$ cat src/rtl/ode_trace_buffer.sv
// ode_trace_buffer: decimates ODE solver positions, maps them to clamped
// screen rows, tags each kept sample with a wrapping column index and queues
// it in a show-ahead FIFO drained by a valid/ready consumer.
module ode_trace_buffer #(
    parameter int DEPTH       = 16,
    parameter int SCALE_SHIFT = 9,
    parameter int Y_CENTER    = 240,
    parameter int Y_MAX       = 479,
    parameter int X_MAX       = 639
) (
    input  logic                     clk,
    input  logic                     reset,
    input  logic                     clear,
    input  logic                     run,
    input  logic                     step_en,
    input  logic [17:0]              x1,
    input  logic [17:0]              x2,
    input  logic [15:0]              decim,
    output logic                     out_valid,
    input  logic                     out_ready,
    output logic [9:0]               out_x,
    output logic [9:0]               out_y1,
    output logic [9:0]               out_y2,
    output logic [$clog2(DEPTH):0]   level,
    output logic                     overflow
);

    localparam int AW = $clog2(DEPTH);

    // Position (signed 2.16) to screen row: shift, flip around the centre
    // row, clamp into the visible range. Done at 19 bits so the subtraction
    // cannot wrap.
    function automatic logic [9:0] map_row(input logic [17:0] pos);
        logic signed [18:0] shifted;
        logic signed [18:0] row;
        shifted = $signed({pos[17], pos}) >>> SCALE_SHIFT;
        row     = $signed(19'(Y_CENTER)) - shifted;
        if (row < 0)
            return '0;
        else if (row > $signed(19'(Y_MAX)))
            return 10'(Y_MAX);
        else
            return row[9:0];
    endfunction

    logic [15:0]   dcnt;
    logic [9:0]    xcol;
    logic          stg_v;
    logic [9:0]    stg_x;
    logic [9:0]    stg_y1;
    logic [9:0]    stg_y2;
    logic [AW:0]   wptr;
    logic [AW:0]   rptr;
    logic [9:0]    mem_x  [DEPTH];
    logic [9:0]    mem_y1 [DEPTH];
    logic [9:0]    mem_y2 [DEPTH];

    logic qual;
    logic capture;
    logic full;
    logic pop;
    logic push;
    logic drop;

    // Strobe qualification, FIFO status and push/pop/drop decisions.
    always_comb begin
        qual      = run & step_en;
        capture   = qual & (dcnt == decim);
        out_valid = (wptr != rptr);
        full      = ((wptr ^ rptr) == {1'b1, {AW{1'b0}}});
        pop       = out_valid & out_ready;
        push      = stg_v & (~full | pop);
        drop      = stg_v & full & ~pop;
    end

    // Decimation counter, column index and stage register.
    // NOTE: sequential state uses non-blocking assignments so every register
    // samples pre-edge values regardless of statement order.
    always_ff @(posedge clk or posedge reset) begin
        if (reset) begin
            dcnt   <= '0;
            xcol   <= '0;
            stg_v  <= 1'b0;
            stg_x  <= '0;
            stg_y1 <= '0;
            stg_y2 <= '0;
        end else if (clear) begin
            dcnt   <= '0;
            xcol   <= '0;
            stg_v  <= 1'b0;
        end else begin
            if (qual)
                dcnt <= capture ? 16'd0 : dcnt + 16'd1;
            // The stage is always consumed (pushed or dropped) the cycle
            // after capture, so it is valid exactly when a capture happened.
            stg_v <= capture;
            if (capture) begin
                stg_x  <= xcol;
                stg_y1 <= map_row(x1);
                stg_y2 <= map_row(x2);
                xcol   <= (xcol == 10'(X_MAX)) ? 10'd0 : xcol + 10'd1;
            end
        end
    end

    // FIFO pointers and sticky overflow flag.
    always_ff @(posedge clk or posedge reset) begin
        if (reset) begin
            wptr     <= '0;
            rptr     <= '0;
            overflow <= 1'b0;
        end else if (clear) begin
            wptr     <= '0;
            rptr     <= '0;
            overflow <= 1'b0;
        end else begin
            if (push)
                wptr <= wptr + 1'b1;
            if (pop)
                rptr <= rptr + 1'b1;
            if (drop)
                overflow <= 1'b1;
        end
    end

    // FIFO storage write.
    // NOTE: the storage array has no reset; validity is tracked entirely by
    // the pointers, and the read path is gated so stale contents never show.
    always_ff @(posedge clk) begin
        if (push && !clear) begin
            mem_x[wptr[AW-1:0]]  <= stg_x;
            mem_y1[wptr[AW-1:0]] <= stg_y1;
            mem_y2[wptr[AW-1:0]] <= stg_y2;
        end
    end

    // Show-ahead head read and occupancy.
    always_comb begin
        level  = wptr - rptr;
        out_x  = out_valid ? mem_x[rptr[AW-1:0]]  : 10'd0;
        out_y1 = out_valid ? mem_y1[rptr[AW-1:0]] : 10'd0;
        out_y2 = out_valid ? mem_y2[rptr[AW-1:0]] : 10'd0;
    end

endmodule
$ cat config.mk
export PLATFORM = sky130hd
export DESIGN_NAME = ode_trace_buffer
export DESIGN_NICKNAME = d
export VERILOG_FILES = /design/src/rtl/ode_trace_buffer.sv
export SDC_FILE = /design/constraint.sdc
export NUM_CORES = 1
export LEC_CHECK = 0
export BUFFER_PORTS_ARGS = -buffer_cell sky130_fd_sc_hd__buf_4
export CORE_MARGIN = 3
export CORE_UTILIZATION = 45
export CTS_CLUSTER_SIZE = 20
export DETAILED_ROUTE_END_ITERATION = 16
export MAX_ROUTING_LAYER = met4
export PLACE_DENSITY_LB_ADDON = 0.1
export RECOVER_POWER = 25
export SYNTH_ARGS = -nofsm -noshare
export SYNTH_HDL_FRONTEND = slang
export SYNTH_SLANG_ARGS = --single-unit
export TNS_END_PERCENT = 50
$ cat constraint.sdc
create_clock -name clk -period 12 [get_ports clk]
set_clock_uncertainty 0.2 [all_clocks]
set_input_delay 0.6 -clock clk [delete_from_list [all_inputs] [get_ports clk]]
set_output_delay 0.6 -clock clk [all_outputs]
set_load 0.1 [all_outputs]
==> out/metrics.yaml, run 1 <==
sta:
  finalWorstSetupSlack_ps: 7420
  worst_pin_slew_ps: 1080
  hold_violations: 0
  rsz0062_at_grt: "no"
  slew_violations: 0
  tns_ps: 0
  period_needed_ps: 4580
  relSlewSlack_pct: 27.8
  setup_viol: 0
  period_share_pct: 38.2
  clock.fmax_ghz: 0.218
worst_setup_path:
  cp_slowest_cell: "dfrtp_4"
  worst_r2r_endpoint: "mem_y2[2][0]$_DFFE_PP_"
  r2r_cells: 9
  crit_family: "buffers and inverters"
  crit_required_ps: 11200
  critPathKind: "register to output pin"
  crit_path_start_kind: "register"
  cp-endpoint: "out_x[8]"
  critPathMaxStageDelay_ps: 670
  cp_max_fo: 35
  reg2reg_from: "rptr[1]$_DFFE_PP0P_"
  path_depth: 8
  worstPathArrival_ps: 3780
  cp_cell_sequence: "inv_1 -> buf_4 -> ha_1 -> nand4_1 -> nor2b_4 -> buf_4 -> a211oi_1 -> buf_4"
  critPathLaunch: "rptr[1]$_DFFE_PP0P_"
  end_kind: "output pin"
  cp.buffers_inverters: 4
  r2r_slack_ps: 7480
  crit_top_cell: "buf_4"
cts:
  clkSinkCount: 514
  htree_levels: 2
  clockBufferDepth: 3
  cts_buffers: 53
  cts_resized: 0
  root_buffer: "clkbuf_16"
  tritoncts: "yes"
  clk_latency_ps: 590
  clk_pin_slew_worst_paths_ps: 60
routing:
  drc: 0
  wirelength_um: 46800
  viasPerCell: 5.65
  drt_iter0_drc: 877
  firstDrtPassIters: 5
  drt.antenna.violating_nets: 0
  wl_per_cell_um: 24.5
  num_vias: 10800
layout:
  final_cell_mix: "edfxtp_1, mux4_2, buf_4"
  multi_input_area_sq_mm: 0.00585
  syn_to_final_growth_pct: 14.5
  nNetsFinal: 1344
  final_core_util_pct: 52.8
  diodes: 0
  final_common_cell: "edfxtp_1"
  drive_above_1_share_pct: 26.7
  fin_area_sq_mm: 0.0243
  seq_area_sq_mm: 0.0151
  nFillCells: 3677
power:
  total_power_uw: 3600
  vdd_ir_drop_max_v: 0.0000902
  comb_power_share_pct: 1.2
  p_leak_uw: 0.00929
  internal_power_uw: 2900
  power.share.sequential_pct: 53.3
  p_clk_share_pct: 45.4
  power_switching_uw: 693
  netSwitchingFraction_pct: 19.3
  power.density_mw_per_mm2: 148
global_route:
  grt_pass1_wl_um: 71200
  antenna_found_initial: 1
  grt_overflow: 0
  grt_max_degree: 59
  grt_usage_pct: 19.7
  grt_pass1_vias: 11200
synth:
  synth.cell_area_sq_mm: 0.0212
  seq_area_frac_synth_pct: 71.2
  ys_warn_count: 0
  synth_area_per_cell_sq_um: 18.0
  synth_flop_cell: "edfxtp_1"
  synthArstFlopShare_pct: 12.8
  ys_types: 57
  synth_seq_cells: 514
  synth_cells: 1176
  synth_edf_count: 448
floorplanning:
  rows: 78
  die_area_sq_mm: 0.0498
  start_util_pct: 46.2
  io_pins: 95
  core_area_sq_mm: 0.0460
  chipWidth_um: 223
  die_y_um: 223
placed_design:
  pre_cts_slack_ps: 7350
  dp_hpwl_um: 25000
  io_buffers: 74
  place_area_sq_mm: 0.0226
  place.gp.congestion: 0.719
flow_run:
  maxCapViolCount: 0
min_path:
  hold_depth: 3
  hp-class: "primary input to register"
status:
  status: "completed"
[layer usage]
layer	part of all wire [%]	up-vias	global-route usage [%]
met1	42	5665	25.4
li1	-	4849	-
met3	4.0	67	2.68
met4	1.6	0	4.53
met2	52	231	33.5
met5	0	-	-
[state kept, by name, summed over array words and instances (netlist names), 9 cells and up]
name    cells
mem_x     160
stg_y2      9
stg_y1      9
mem_y1    144
mem_y2    144
xcol       10
stg_x      10
dcnt       16
[worst min-delay path by stage]
| stage | start | end | slack (ps) |
|---|---|---|---|
| floorplan | stg_v$_DFF_PP0_ | overflow$_DFFE_PP0P_ | 280 |
| detailed placement | overflow$_DFFE_PP0P_ | overflow$_DFFE_PP0P_ | 310 |
| CTS | step_en | stg_v$_DFF_PP0_ | 80 |
| finish | step_en | stg_v$_DFF_PP0_ | 120 |
| global placement | overflow$_DFFE_PP0P_ | overflow$_DFFE_PP0P_ | 290 |
| global route | step_en | stg_v$_DFF_PP0_ | 110 |
[cells in the mapped netlist (3+ instances only)]
cell type	count	area, sq um
a211oi_1	29	218
a21oi_1	18	90.1
a22oi_1	3	22.5
and2_1	3	18.8
and3_1	29	181
and4b_1	3	30.0
buf_1	7	26.3
buf_2	18	90.1
buf_4	3	22.5
clkbuf_1	31	116
dfrtp_1	66	1650
edfxtp_1	448	13500
ha_1	13	163
inv_1	20	75.1
mux2_2	13	146
mux2_4	20	300
mux2i_1	32	320
mux4_2	112	2520
nand2_1	89	334
nand2b_1	3	18.8
nand3_1	18	90.1
nand4_1	9	56.3
nor2_1	51	191
nor2b_1	9	56.3
nor3_1	11	55.1
nor3b_1	4	30.0
nor4_1	5	31.3
nor4_2	3	37.5
o21ai_0	16	80.1
o31ai_1	4	30.0
or3_1	5	31.3
or3b_2	3	26.3
or4_1	7	52.6
xnor2_1	11	96.3
xor2_1	33	289
[cells by family after synthesis]
group | after synthesis | share of synthesized area (%)
adders and majority gates | 15 | 0.908
and+or+nand+nor | 259 | 6.16
other | 1 | 0.0177
DFF | 514 | 71.2
buffers and inverters | 83 | 1.79
xor gates and xnor gates | 44 | 1.82
AOI/OAI and AO/OA | 83 | 2.60
muxes | 177 | 15.5
[final cells by class]
type | count | area share, %
sequential | 514 | 62.2
multi-input combinational | 580 | 24.1
clock buffer | 66 | 5.88
timing repair buffer | 102 | 3.16
tap | 600 | 3.09
clock inverter | 30 | 1.22
inverter | 21 | 0.330
[worst min-delay path, cell delays in order]
cell and delay (ps):
buf_4 120, nand2_1 90, nor4_1 60
[per-stage QoR]
stage | hold slack, ps | cells
after floorplan | 283 | 1177
after global placement | 290 | 1816
after detailed placement | 309 | 1816
after CTS | 76.2 | 1913
after global routing | 108 | 1913
final | 120 | 1913
[what timing repair did]
action / 4_1_cts / 5_1_grt
hold buffers: 1 / 0
setup buffers: 0 / 0
endpoints found under the hold margin: 9 / 0
[power groups by stage]
stage	Clock, uW	Combinational, uW	Sequential [uW]
3_3_place_gp	0	44.2	1960
2_1_floorplan	0	25.1	1960
5_1_grt	1750	49.5	1920
4_1_cts	1670	45.3	1920
3_5_place_dp	0	45.0	1960
6_report	1630	44.3	1920
(Power assumes the default switching activity.)
==> run 2: changes to the inputs <==
clock period = 4.1 ns   (was 12 ns; I/O delays follow)
==> run 2 against run 1 <==
The run now ends with max-capacitance violations, max-slew violations left; utilization is 1.2 points higher; non-clock buffer count grew 42; largest cell class unchanged; critical endpoint is now out_x[0]; worst setup slack worse by 6900 ps; sequential share of layout area shrank 1.4 points; flip-flop and latch count unchanged; sequential power increased to 2.9 times the previous value; design area increased by 2.3%.
==> out/metrics.yaml, run 2 (synthesized netlist as in run 1, its figures left out) <==
routing:
  viasPerCell: 5.66  # +0.23%
  drt.antenna.violating_nets: 0  # unchanged
  drt_iter0_drc: 789  # -10%
  firstDrtPassIters: 4  # -1
  drc: 0  # unchanged
  wirelength_um: 47900  # +2.4%
  num_vias: 11100  # +2.7%
  wl_per_cell_um: 24.4  # -0.13%
global_route:
  grt_overflow: 0  # unchanged
  antenna_found_initial: 0  # -1
  grt_usage_pct: 20.1  # +0.47 points
  grt_pass1_vias: 11600  # +3.3%
  grt_pass1_wl_um: 73300  # +3.0%
  grt_max_degree: 94  # +59%
worst_setup_path:
  worstPathArrival_ps: 3200  # -580 ps
  critPathMaxStageDelay_ps: 610  # -60 ps
  cp_cell_sequence: "buf_12 -> mux4_2 -> nand2_1 -> and3_1 -> a211oi_1 -> buf_4"
  cp.buffers_inverters: 2  # -2
  crit_family: "buffers and inverters"
  crit_required_ps: 3690  # -7510 ps
  crit_path_start_kind: "register"
  critPathKind: "register to output pin"
  cp_max_fo: 93  # +170%
  end_kind: "output pin"
  cp_slowest_cell: "buf_12"
sta:
  period_share_pct: 87.8
  relSlewSlack_pct: -36.1  # -64 points
  rsz0062_at_grt: "no"
  hold_violations: 0  # unchanged
  hold_slack_ps: 63.2  # -56.9 ps
  worst_pin_slew_ps: 2030  # +950 ps
  clock.fmax_ghz: 0.278
  setup_viol: 0  # unchanged
  period_needed_ps: 3600
  slew_violations: 45  # +45
status:
  violations: "max-capacitance violations, max-slew violations"
  status: "complete, but fails checks"
layout:
  largest_register_ffs: 160  # unchanged
  multi_input_area_sq_mm: 0.00588  # +0.43%
  nFillCells: 3670  # -0.19%
  drive_above_1_share_pct: 27.0  # +0.31 points
  nNetsFinal: 1387  # +3.2%
  syn_to_final_growth_pct: 17.1
  layout.cells.non_filler: 1961  # +2.5%
  seq_area_sq_mm: 0.0151  # about the same
  final_common_cell: "edfxtp_1"
  final_cell_mix: "edfxtp_1, mux4_2, buf_4"
  diodes: 0  # unchanged
placed_design:
  dp_cells: 1826  # +0.55%
  dp_hpwl_um: 25600  # +2.4%
  place.gp.congestion: 0.735  # +2.2%
  io_buffers: 74  # unchanged
power:
  p_leak_uw: 0.00949  # +2.2%
  vdd_ir_drop_max_v: 0.000372  # +310%
  power.density_mw_per_mm2: 426  # +190%
cts:
  htree_levels: 2  # unchanged
  clkSinkCount: 514  # unchanged
  clockBufferDepth: 3  # unchanged
  clk_latency_ps: 590  # about the same
  cts_resized: 0  # unchanged
  clk_pin_slew_worst_paths_ps: 60  # about the same
  root_buffer: "clkbuf_16"
  cts_buffers: 54  # +1.9%
  tritoncts: "yes"
min_path:
  hp-class: "primary input to register"
floorplanning:
  start_util_pct: 46.2  # unchanged
  chipWidth_um: 223  # unchanged
  rows: 78  # unchanged
  io_pins: 95  # unchanged
  die_area_sq_mm: 0.0498  # unchanged
  core_area_sq_mm: 0.0460  # unchanged
  die_y_um: 223  # unchanged
flow_run:
  maxCapViolCount: 1  # +1
-- run 2: cell count changes in the layout (fill, tap and decap cells not counted), moves of 4 or more --
cell           change
buf_12             +7
clkbuf_1           +8
clkbuf_8           +5
clkinv_1           -8
dlygate4sd3_1     +32
nor3_2             -4
nor3_4             +4
-- run 2: worst reg2reg max path, delay by kind of cell, from the launching register on --
family | cells | cell delay [ps]
and+or+nand+nor | 4 | 1310
DFF | 1 | 670
adders and majority gates | 1 | 360
AOI/OAI and AO/OA | 1 | 320
buffers and inverters | 1 | 260
-- run 2: report_power, final --
group          switching (uW)  total (uW)  internal, uW  leakage [uW]
clock                    1960        4800          2840      0.000859
combinational            83.6         158          74.4       0.00260
sequential               2.47        5620          5610       0.00604
-- run 2: final timing paths --
kind                                 startpoint                    end  slack [ps]  cells after the start
max in group asynchronous                 reset  stg_y1[0]$_DFFE_PP0P_        2010                      4
min in group asynchronous                 reset   dcnt[12]$_DFFE_PP0P_         500                      3
max reg2reg                 wptr[3]$_DFFE_PP0P_  mem_x[5][3]$_DFFE_PP_         670                      7
min                                      x1[12]  stg_y1[4]$_DFFE_PP0P_          60                      6
max                         rptr[0]$_DFFE_PP0P_               out_x[0]         500                      6
min reg2reg                overflow$_DFFE_PP0P_   overflow$_DFFE_PP0P_         320                      2
-- run 2: layout make-up --
type	count	share of cell area, %
well taps	600	3.02
inverters	21	0.322
flip-flops and latches	514	60.9
clock buffers	81	6.35
multi-input cells	580	23.7
repair buffers	144	5.04
clock inverters	21	0.751
-- run 2: timing repair --
item | in CTS | in global routing
setup buffers | 0 | 0
hold buffers | 33 | 0
hold endpoints to repair | 86 | 0
-- run 2: metrics by stage --
stage	TNS, ps	worst slack (ps)	power [uW]	cell area [sq um]	util, %
floorplan	-14300	-570	5800	21200	-
global placement	0	682	5850	22700	49.5
finish	0	500	10600	24800	54.0
CTS	0	329	10700	24800	54.0
detailed placement	0	643	5860	22700	49.5
global route	0	234	10900	24800	54.0
-- run 2: metal layers --
layer	up-vias	global-route usage, %	wire length [um]
li1	4951	-	-
met1	5865	27.0	20800
met2	222	32.9	24300
met3	71	2.68	1820
met4	0	5.25	939
met5	-	-	0
==> run 3: changes to the inputs <==
SLEW_MARGIN = 20   (was not set)
clock period = 3.1 ns   (was 4.1 ns; I/O delays follow)
==> run 3 against run 2 <==
The flow still finishes with violations (max-capacitance violations, max-slew violations); design area up 4.6%; clock power up 33%; clock-buffer cell count unchanged; first-iteration DRC count up 19%; non-clock buffer count up 31; utilization up 2.5 points; sequential share of layout area down 2.7 points; combinational power up 39%; highest routed layer unchanged; critical path type unchanged; worst setup slack worse by 440 ps; cell count up 1.5%; total power up 32%.
==> out/metrics.yaml, run 3 (synthesized netlist as in run 1, its figures left out) <==
floorplanning:
  chipWidth_um: 223  # unchanged
  io_pins: 95  # unchanged
  rows: 78  # unchanged
  die_y_um: 223  # unchanged
  start_util_pct: 46.2  # unchanged
  core_area_sq_mm: 0.0460  # unchanged
  die_area_sq_mm: 0.0498  # unchanged
global_route:
  grt_overflow: 0  # unchanged
  grt_pass1_wl_um: 72800  # -0.74%
  grt_usage_pct: 20.1  # -0.040 points
  antenna_found_initial: 0  # unchanged
  grt_max_degree: 89  # -5.3%
  grt_pass1_vias: 11600  # +0.15%
min_path:
  hp-class: "primary input to register"
layout:
  nNetsFinal: 1418  # +2.2%
  drive_above_1_share_pct: 31.6  # +4.5 points
  layout.cells.non_filler: 1991  # +1.5%
  nFillCells: 3511  # -4.3%
  largest_register_ffs: 160  # unchanged
  final_core_util_pct: 56.5  # +2.5 points
  final_cell_mix: "edfxtp_1, mux4_2, nand2_1"
  diodes: 0  # unchanged
  final_common_cell: "edfxtp_1"
  syn_to_final_growth_pct: 22.5
routing:
  drt.antenna.violating_nets: 0  # unchanged
  drc: 0  # unchanged
  num_vias: 11300  # +1.5%
  wl_per_cell_um: 25.0  # +2.3%
  firstDrtPassIters: 4  # unchanged
  wirelength_um: 49800  # +3.9%
  viasPerCell: 5.66  # about the same
  drt_iter0_drc: 936  # +19%
worst_setup_path:
  cp_cell_sequence: "buf_12 -> clkbuf_16 -> mux4_2 -> nand2_1 -> and3_1 -> a211oi_4 -> buf_6"
  crit_path_start_kind: "register"
  critPathKind: "register to output pin"
  r2r_slack_ps: 240  # -430 ps
  critPathMaxStageDelay_ps: 490  # -120 ps
  cp_max_fo: 14  # -85%
  worstPathArrival_ps: 2680  # -520 ps
  cp_slowest_cell: "dfrtp_4"
  end_kind: "output pin"
  crit_required_ps: 2740  # -950 ps
  crit_family: "buffers and inverters"
  cp.buffers_inverters: 3  # +1
placed_design:
  dp_cells: 1836  # +0.55%
  io_buffers: 74  # unchanged
  pre_cts_slack_ps: 311  # -332 ps
  place.gp.congestion: 0.747  # +1.6%
  dp_hpwl_um: 25700  # +0.26%
cts:
  clockBufferDepth: 3  # unchanged
  clk_pin_slew_worst_paths_ps: 60  # about the same
  clk_latency_ps: 590  # about the same
  clkSinkCount: 514  # unchanged
  root_buffer: "clkbuf_16"
  tritoncts: "yes"
  htree_levels: 2  # unchanged
  cts_buffers: 54  # unchanged
power:
  vdd_ir_drop_max_v: 0.000359  # -3.5%
  power.density_mw_per_mm2: 539  # +27%
  comb_power_share_pct: 1.6  # about the same
  p_leak_uw: 0.00979  # +3.1%
  power_switching_uw: 2690  # +32%
  internal_power_uw: 11300  # +33%
  power.share.sequential_pct: 53.0  # about the same
  netSwitchingFraction_pct: 19.2  # -0.084 points
  p_clk_share_pct: 45.4  # about the same
sta:
  period_share_pct: 97.9
  finalWorstSetupSlack_ps: 64.8  # -435 ps
  relSlewSlack_pct: -31.6  # +4.5 points
  worst_pin_slew_ps: 1960  # -67.2 ps
  period_needed_ps: 3040
  slew_violations: 37  # -18%
  hold_violations: 0  # unchanged
  setup_viol: 0  # unchanged
  clock.fmax_ghz: 0.329
status:
  violations: "max-capacitance violations, max-slew violations"
  status: "complete, but fails checks"
flow_run:
  maxCapViolCount: 1  # unchanged
run 3: area by class of cell:
class                      instances  area (sq um)  area share, %
timing repair buffer             175          1950           7.49
sequential                       514         15100           58.2
multi-input combinational        580          6320           24.3
tap                              600           751           2.89
inverter                          21          85.1          0.327
clock buffer                      81          1550           5.95
clock inverter                    20           218          0.838
run 3: path summary, 6_finish.rpt:
path	from	end	depth (start not counted)
setup / recovery	rptr[0]$_DFFE_PP0P_	out_x[2]	7
hold / removal	x1[10]	stg_y1[2]$_DFFE_PP0P_	6
setup reg to reg	rptr[0]$_DFFE_PP0P_	mem_y1[7][1]$_DFFE_PP_	8
hold reg to reg	overflow$_DFFE_PP0P_	overflow$_DFFE_PP0P_	2
max in group asynchronous	reset	rptr[0]$_DFFE_PP0P_	3
min in group asynchronous	reset	rptr[2]$_DFFE_PP0P_	3
run 3: through the flow:
step | TNS (ps) | hold slack, ps | area [sq um] | power, uW
after floorplan | 0 | 118 | 21800 | 7670
after global placement | 0 | 127 | 23400 | 7750
after detailed placement | 0 | 131 | 23400 | 7750
after CTS | -246 | 41.8 | 25700 | 14200
after global routing | -14.5 | 128 | 26000 | 14500
final | 0 | 72.5 | 26000 | 14000
run 3: tightest hold or removal path: stages:
cell and delay, ps:
buf_4 110, inv_1 50, ha_1 170, xor2_1 70, o21ai_0 140, mux2_4 140
run 3: per-layer routing:
layer | wire (um) | global-route usage, % | vias to the layer above
li1 | - | - | 4989
met1 | 22300 | 27.9 | 5965
met4 | 986 | 4.94 | 0
met3 | 2020 | 2.54 | 70
met5 | 0 | - | -
met2 | 24400 | 32.1 | 249
run 3: timing repair:
item / in CTS / in global routing
resized for setup: 37 / 11
endpoints found under the hold margin: 102 / 0
hold buffers: 36 / 0
cloned: 0 / 6
endpoints found under the setup margin: 28 / 30
buffers inserted: 0 / 12
pin swaps: 1 / 0
run 3: power by group through the flow:
stage          logic (uW)  registers [uW]  clock network (uW)
2_1_floorplan        97.4            7570                   0
3_3_place_gp          176            7570                   0
3_5_place_dp          180            7570                   0
4_1_cts               219            7430                6510
5_1_grt               243            7420                6790
6_report              220            7430                6360
